### src/rtl/o_serializer_pkg.sv
// o_serializer_pkg: shared types and constants for the o_serializer output stage.
// Optional feature macro used by the top: O_SERIALIZER_UNDERRUN_CNT_EN.
package o_serializer_pkg;

  typedef enum logic {
    IDLE  = 1'b0,
    SHIFT = 1'b1
  } ser_state_e;

  localparam string BIT_ORDER_LSB = "LSB_FIRST";
  localparam string BIT_ORDER_MSB = "MSB_FIRST";

  localparam int WIDTH_MIN = 2;
  localparam int WIDTH_MAX = 16;

  // Counter width able to hold the value `width` itself (bit_cnt runs 0..WIDTH).
  function automatic int cnt_w(input int width);
    return $clog2(width + 1);
  endfunction

endpackage : o_serializer_pkg

### src/rtl/o_serializer_shifter.sv
// o_serializer_shifter: loads a parallel word and presents one bit per shift
// in the selected order. The first bit is taken straight from the load word so
// the top can register it on the load edge; the shift register keeps the rest.
module o_serializer_shifter
  import o_serializer_pkg::*;
#(
  parameter int WIDTH     = 8,
  parameter bit MSB_FIRST = 1'b0
) (
  input  logic             clk_i,
  input  logic             rst_i,
  input  logic             load_i,
  input  logic             shift_i,
  input  logic [WIDTH-1:0] word_i,
  output logic             first_bit_o,
  output logic             next_bit_o
);

  logic [WIDTH-1:0] shift_q;
  logic [WIDTH-1:0] shift_d;

  // Next shift-register content: remaining bits on load, advance by one on shift.
  always_comb begin
    shift_d = shift_q;
    if (load_i) begin
      shift_d = MSB_FIRST ? {word_i[WIDTH-2:0], 1'b0} : {1'b0, word_i[WIDTH-1:1]};
    end else if (shift_i) begin
      shift_d = MSB_FIRST ? {shift_q[WIDTH-2:0], 1'b0} : {1'b0, shift_q[WIDTH-1:1]};
    end
  end

  // Shift register with synchronous reset.
  always_ff @(posedge clk_i) begin
    if (rst_i) begin
      shift_q <= '0;
    end else begin
      shift_q <= shift_d;
    end
  end

  assign first_bit_o = MSB_FIRST ? word_i[WIDTH-1] : word_i[0];
  assign next_bit_o  = MSB_FIRST ? shift_q[WIDTH-1] : shift_q[0];

endmodule : o_serializer_shifter

### src/rtl/o_serializer.sv
// o_serializer: parallel-to-serial output stage feeding the output buffer.
// Double-buffered (holding register + shifter) so back-to-back words stream
// with no gap bit. OE_OUT is OE_IN delayed one clock to stay aligned with Q.
// Optional feature: define O_SERIALIZER_UNDERRUN_CNT_EN to add a saturating
// 8-bit UNDERRUN_CNT output.
//
// state | meaning
// IDLE  | no word shifting, Q held at IDLE_VALUE; starts a word once one is held
// SHIFT | a word is on Q; bit_cnt counts bits already presented (1..WIDTH)
module o_serializer
  import o_serializer_pkg::*;
#(
  parameter int    WIDTH      = 8,
  parameter string BIT_ORDER  = "LSB_FIRST",
  parameter logic  IDLE_VALUE = 1'b0
) (
  input  logic             CLK,
  input  logic             RST,
  input  logic [WIDTH-1:0] D,
  input  logic             DATA_VALID,
  output logic             DATA_READY,
  input  logic             OE_IN,
  output logic             Q,
  output logic             OE_OUT,
  output logic             UNDERRUN
`ifdef O_SERIALIZER_UNDERRUN_CNT_EN
  ,
  output logic [7:0]       UNDERRUN_CNT
`endif
);

  localparam int CW        = cnt_w(WIDTH);
  localparam bit MSB_FIRST = (BIT_ORDER == BIT_ORDER_MSB);

  if ((WIDTH < WIDTH_MIN) || (WIDTH > WIDTH_MAX)) begin : g_bad_width
    $fatal(1, "o_serializer: WIDTH %0d outside legal range", WIDTH);
  end

  if ((BIT_ORDER != BIT_ORDER_LSB) && (BIT_ORDER != BIT_ORDER_MSB)) begin : g_bad_order
    $fatal(1, "o_serializer: illegal BIT_ORDER %s", BIT_ORDER);
  end

  ser_state_e       state_q, state_d;
  logic [WIDTH-1:0] hold_q, hold_d;
  logic             hold_full_q, hold_full_d;
  logic [CW-1:0]    bit_cnt_q, bit_cnt_d;
  logic             q_q, q_d;
  logic             oe_q;
  logic             underrun_q, underrun_d;
  logic             accept;
  logic             sh_load, sh_shift;
  logic             sh_first_bit, sh_next_bit;

  // Ready depends only on registered state and RST, never on DATA_VALID.
  assign DATA_READY = !hold_full_q && !RST;
  assign accept     = DATA_VALID && DATA_READY;

  o_serializer_shifter #(
    .WIDTH    (WIDTH),
    .MSB_FIRST(MSB_FIRST)
  ) u_shifter (
    .clk_i      (CLK),
    .rst_i      (RST),
    .load_i     (sh_load),
    .shift_i    (sh_shift),
    .word_i     (hold_q),
    .first_bit_o(sh_first_bit),
    .next_bit_o (sh_next_bit)
  );

  // Next-state, holding-register handshake and serial output decode.
  always_comb begin
    state_d     = state_q;
    hold_d      = hold_q;
    hold_full_d = hold_full_q;
    bit_cnt_d   = bit_cnt_q;
    q_d         = q_q;
    underrun_d  = 1'b0;
    sh_load     = 1'b0;
    sh_shift    = 1'b0;

    // Accept only happens with the holding register empty, so it never
    // collides with the FSM draining the holding register below.
    if (accept) begin
      hold_d      = D;
      hold_full_d = 1'b1;
    end

    unique case (state_q)
      IDLE: begin
        q_d = IDLE_VALUE;
        if (hold_full_q) begin
          sh_load     = 1'b1;
          q_d         = sh_first_bit;
          bit_cnt_d   = CW'(1);
          hold_full_d = 1'b0;
          state_d     = SHIFT;
        end
      end
      SHIFT: begin
        if (bit_cnt_q == CW'(WIDTH)) begin
          if (hold_full_q) begin
            sh_load     = 1'b1;
            q_d         = sh_first_bit;
            bit_cnt_d   = CW'(1);
            hold_full_d = 1'b0;
          end else begin
            q_d        = IDLE_VALUE;
            underrun_d = 1'b1;
            bit_cnt_d  = '0;
            state_d    = IDLE;
          end
        end else begin
          sh_shift  = 1'b1;
          q_d       = sh_next_bit;
          bit_cnt_d = bit_cnt_q + 1'b1;
        end
      end
      default: begin
        state_d = IDLE;
      end
    endcase
  end

  // State, holding register, serial output and OE pipeline registers.
  always_ff @(posedge CLK) begin
    if (RST) begin
      state_q     <= IDLE;
      hold_q      <= '0;
      hold_full_q <= 1'b0;
      bit_cnt_q   <= '0;
      q_q         <= IDLE_VALUE;
      oe_q        <= 1'b0;
      underrun_q  <= 1'b0;
    end else begin
      state_q     <= state_d;
      hold_q      <= hold_d;
      hold_full_q <= hold_full_d;
      bit_cnt_q   <= bit_cnt_d;
      q_q         <= q_d;
      oe_q        <= OE_IN;
      underrun_q  <= underrun_d;
    end
  end

  assign Q        = q_q;
  assign OE_OUT   = oe_q;
  assign UNDERRUN = underrun_q;

`ifdef O_SERIALIZER_UNDERRUN_CNT_EN
  logic [7:0] ucnt_q;

  // Saturating underrun counter, bumped on the same edge the pulse is raised.
  always_ff @(posedge CLK) begin
    if (RST) begin
      ucnt_q <= 8'h00;
    end else if (underrun_d && (ucnt_q != 8'hFF)) begin
      ucnt_q <= ucnt_q + 8'h01;
    end
  end

  assign UNDERRUN_CNT = ucnt_q;
`endif

endmodule : o_serializer

### config.mk
export PLATFORM = sky130hd
export DESIGN_NAME = o_serializer
export DESIGN_NICKNAME = d
export VERILOG_FILES = /design/src/rtl/o_serializer_pkg.sv /design/src/rtl/o_serializer_shifter.sv /design/src/rtl/o_serializer.sv
export SDC_FILE = /design/constraint.sdc
export NUM_CORES = 1
export LEC_CHECK = 0
export ABC_AREA = 0
export CAP_MARGIN = 20
export CORE_AREA = 5 5 55 57
export CTS_CLUSTER_DIAMETER = 40
export DETAILED_ROUTE_END_ITERATION = 8
export DIE_AREA = 0 0 60 62
export PLACE_DENSITY = 0.68
export SLEW_MARGIN = 20
export SYNTH_ARGS = -nofsm -noshare
export SYNTH_HDL_FRONTEND = slang
export SYNTH_SLANG_ARGS = --single-unit
### constraint.sdc
create_clock -name CLK -period 2.29 [get_ports CLK]
set_input_delay 0.458 -clock CLK [delete_from_list [all_inputs] [get_ports CLK]]
set_output_delay 0.458 -clock CLK [all_outputs]
set_load 0.005 [all_outputs]
==> results_dict.tcl <==
set metrics [dict create \
    status "complete, no violations" \
    fp.dieW_um 60 \
    avgViaCountPerCell 5.16 \
    initial_core_util_pct 43.8 \
    p_clk_share_pct 36.2 \
    finalCritPeriodShare_pct 87.1 \
    clock_sinks 24 \
    multiInputGateArea_um2 498 \
    crit_path_start "RST" \
    end_kind "primary output" \
    htreeDepth 1 \
    synth_warnings 0 \
    track_usage_pct 11.5 \
    syn_nets 134 \
    ff2ff_setup_slack_ns 0.74 \
    dieArea_um2 3720 \
    grt_pass1_wl_mm 3.13 \
    drtPass1Iterations 4 \
    netlist_area_um2 1070 \
    cts_root_buf "clkbuf_4" \
    fin_cells 162 \
    design_area_um2 1260 \
    finalSetupViolations 0 \
    cts.clk_slew.worst_paths_ns 0.13 \
    place_area_um2 1200 \
    die_h_um 62 \
    cts_made_buffers 3 \
    p_sw_mw 0.187 \
    hold_path_startpoint "hold_q[0]$_SDFFE_PP0P_" \
    wl_mm 1.91 \
    cts_tree "yes" \
    vias 836 \
    rsz0062_at_grt "no" \
    setup_tns_ns 0 \
    antenna_found_initial 0 \
    slew_viol_final 0 \
    diodes 0 \
    drive_above_1_share_pct 7.58 \
    rr_startpoint "bit_cnt_q[0]$_SDFFE_PP0P_" \
    ff_latch_area_um2 480 \
    syn2layout_area_growth_pct 17.8 \
    skew_ns 0.00268 \
    vdd_drop_max_mv 0.358 \
    cp_max_fo 2 \
    avgSynthCellArea_um2 8.88 \
    slew_headroom_pct 59.9 \
    internal_power_mw 0.660 \
    seqPwrFrac_pct 53.3 \
    yosys_register_bits 24 \
    final_hold_viol_count 0 \
    setup.worst_path.start_class "primary input" \
    cts.hold.buffers_added 0 \
    worst_pin_slew_ns 0.600 \
    clock.fmax_ghz 0.501 \
    rows 18 \
    io_pins 16 \
    synth-seq-area-share_pct 45.1 \
    ant_nets 0 \
    route.detailed.drc 0 \
    cp.arrival_ns 1.54 \
    core_area_um2 2430 \
    place_inst 158 \
    cts_resized 0 \
    clock_latency_ns 0.32 \
    dr.first_iter.drc_count 12 \
    port_buffers 15 \
    finalWeightedCongestion 0.682 \
    pwr_density_cell_nw_per_um2 674 \
    path_class "in -> out" \
    fillers 257 \
    p_comb_share_pct 10.5 \
    globalRouteOverflowTotal 0 \
    grt_pass1_vias 736 \
    final_period_minus_worst_setup_slack_ns 2.00 \
    synth.distinct_cells 27 \
    detailed_place_hpwl_mm 1.33 \
    maxCapViolations 0 \
    cts_buffer_depth 2 \
    grt_start_max_net_pins 24 \
    worstPathRequired_ns 1.83 \
    fin_nets 147 \
    hold_class "reg -> reg" \
    p_leak_nw 0.451 \
    swShare_pct 22.1 \
    cts_setup_buffers 0 \
    synth_cells 120 \
    wl_per_cell_um 11.8 \
]
==> flip-flops by register name, summed over array words and instances (netlist names) <==
name and count:
hold_full_q 1, Q 1, bit_cnt_q 4, hold_q 8, UNDERRUN 1, u_shifter.shift_q 7
OE_OUT 1, state_q 1
==> worst max-delay path, cell delays in order <==
cell and delay, ns:
clkdlybuf4s50_1 0.43, nor2_1 0.13, clkdlybuf4s50_1 0.52
==> layout by cell type, fill, tap and decap left out <==
| cell type | Yosys | final |
|---|---|---|
| o2bb2a_1 | 1 | 1 |
| nand4_1 | 1 | 1 |
| nand2_1 | 18 | 18 |
| dfxtp_1 | 24 | 24 |
| nor2_1 | 4 | 4 |
| and3_1 | 1 | 1 |
| and3b_1 | 1 | 1 |
| nand3_1 | 9 | 9 |
| a311oi_1 | 1 | 1 |
| a211oi_1 | 2 | 2 |
| nor3b_1 | 1 | 1 |
| nand4b_1 | 1 | 1 |
| a21oi_2 | 2 | 2 |
| nor2b_1 | 3 | 3 |
| a21o_1 | 7 | 7 |
| bufinv_16 | 0 | 1 |
| o21ai_0 | 1 | 1 |
| clkbuf_4 | 0 | 3 |
| nand2b_1 | 2 | 2 |
| nand3b_1 | 1 | 1 |
| ha_1 | 2 | 2 |
| a21oi_1 | 18 | 18 |
| clkdlybuf4s50_1 | 0 | 15 |
| buf_4 | 0 | 4 |
| mux2i_1 | 7 | 7 |
| inv_1 | 2 | 2 |
==> cells by family after synthesis <==
group | count (synthesis) | share of synthesized area (%)
adder cells (fa/ha/maj) | 2 | 2.35
flip-flops | 24 | 45.1
buffers and inverters | 13 | 8.22
AO/OA/AOI/OAI | 32 | 18.7
AND/OR/NAND/NOR | 42 | 19.1
multiplexers | 7 | 6.57
==> layer usage <==
layer / vias to the layer above / part of all wire (%) / GRT usage (%)
met5: - / 0 / 0
met4: 0 / 2.3 / 6.65
met3: 6 / 3.8 / 3.10
met2: 13 / 49 / 19.6
met1: 383 / 45 / 13.0
li1: 434 / - / -
==> power by group through the flow <==
stage          combinational (mW)  clock, mW  sequential (mW)
2_1_floorplan              0.0688          0            0.452
3_3_place_gp               0.0886          0            0.460
3_5_place_dp               0.0901          0            0.461
4_1_cts                    0.0903      0.317            0.452
5_1_grt                     0.100      0.331            0.455
6_report                   0.0890      0.306            0.452
==> cell type report <==
class,instances,share of cell area (%)
inverter,2,0.598
sequential,24,38.2
tap,30,2.99
clock buffer,3,1.79
timing repair buffer,19,14.3
clock inverter,1,2.39
multi-input combinational,83,39.6
==> Yosys cell counts <==
cell,number,area share [%]
dfxtp_1,24,45
a21oi_1,18,8.5
nand2_1,18,6.3
nand3_1,9,4.2
a21o_1,7,4.9
mux2i_1,7,6.6
buf_2,5,2.3
nor2_1,4,1.4
nor2b_1,3,1.8
a211oi_1,2,1.4
a21oi_2,2,1.6
buf_6,2,2.1
clkbuf_1,2,0.70
ha_1,2,2.3
inv_1,2,0.70
nand2b_1,2,1.2
a311oi_1,1,0.82
and3_1,1,0.59
and3b_1,1,0.82
buf_12,1,1.9
clkbuf_2,1,0.47
nand3b_1,1,0.70
nand4_1,1,0.59
nand4b_1,1,0.82
nor3b_1,1,0.70
o21ai_0,1,0.47
o2bb2a_1,1,0.94
==> final timing paths <==
kind | to | depth (start not counted)
setup / recovery | DATA_READY | 3
hold / removal | hold_q[0]$_SDFFE_PP0P_ | 2
setup reg to reg | hold_full_q$_SDFF_PP0_ | 6
hold reg to reg | hold_q[0]$_SDFFE_PP0P_ | 2
==> through the flow <==
stage | hold slack, ns | total power [mW] | setup WS, ns | utilization, %
2_1_floorplan | 0.436 | 0.521 | 1.09 | -
3_3_place_gp | 0.446 | 0.549 | 0.341 | 49.5
3_5_place_dp | 0.448 | 0.551 | 0.294 | 49.5
4_1_cts | 0.467 | 0.859 | 0.288 | 51.6
5_1_grt | 0.490 | 0.886 | 0.266 | 51.6
6_report | 0.464 | 0.847 | 0.295 | 51.6
Power figures use the tool's default switching activity.
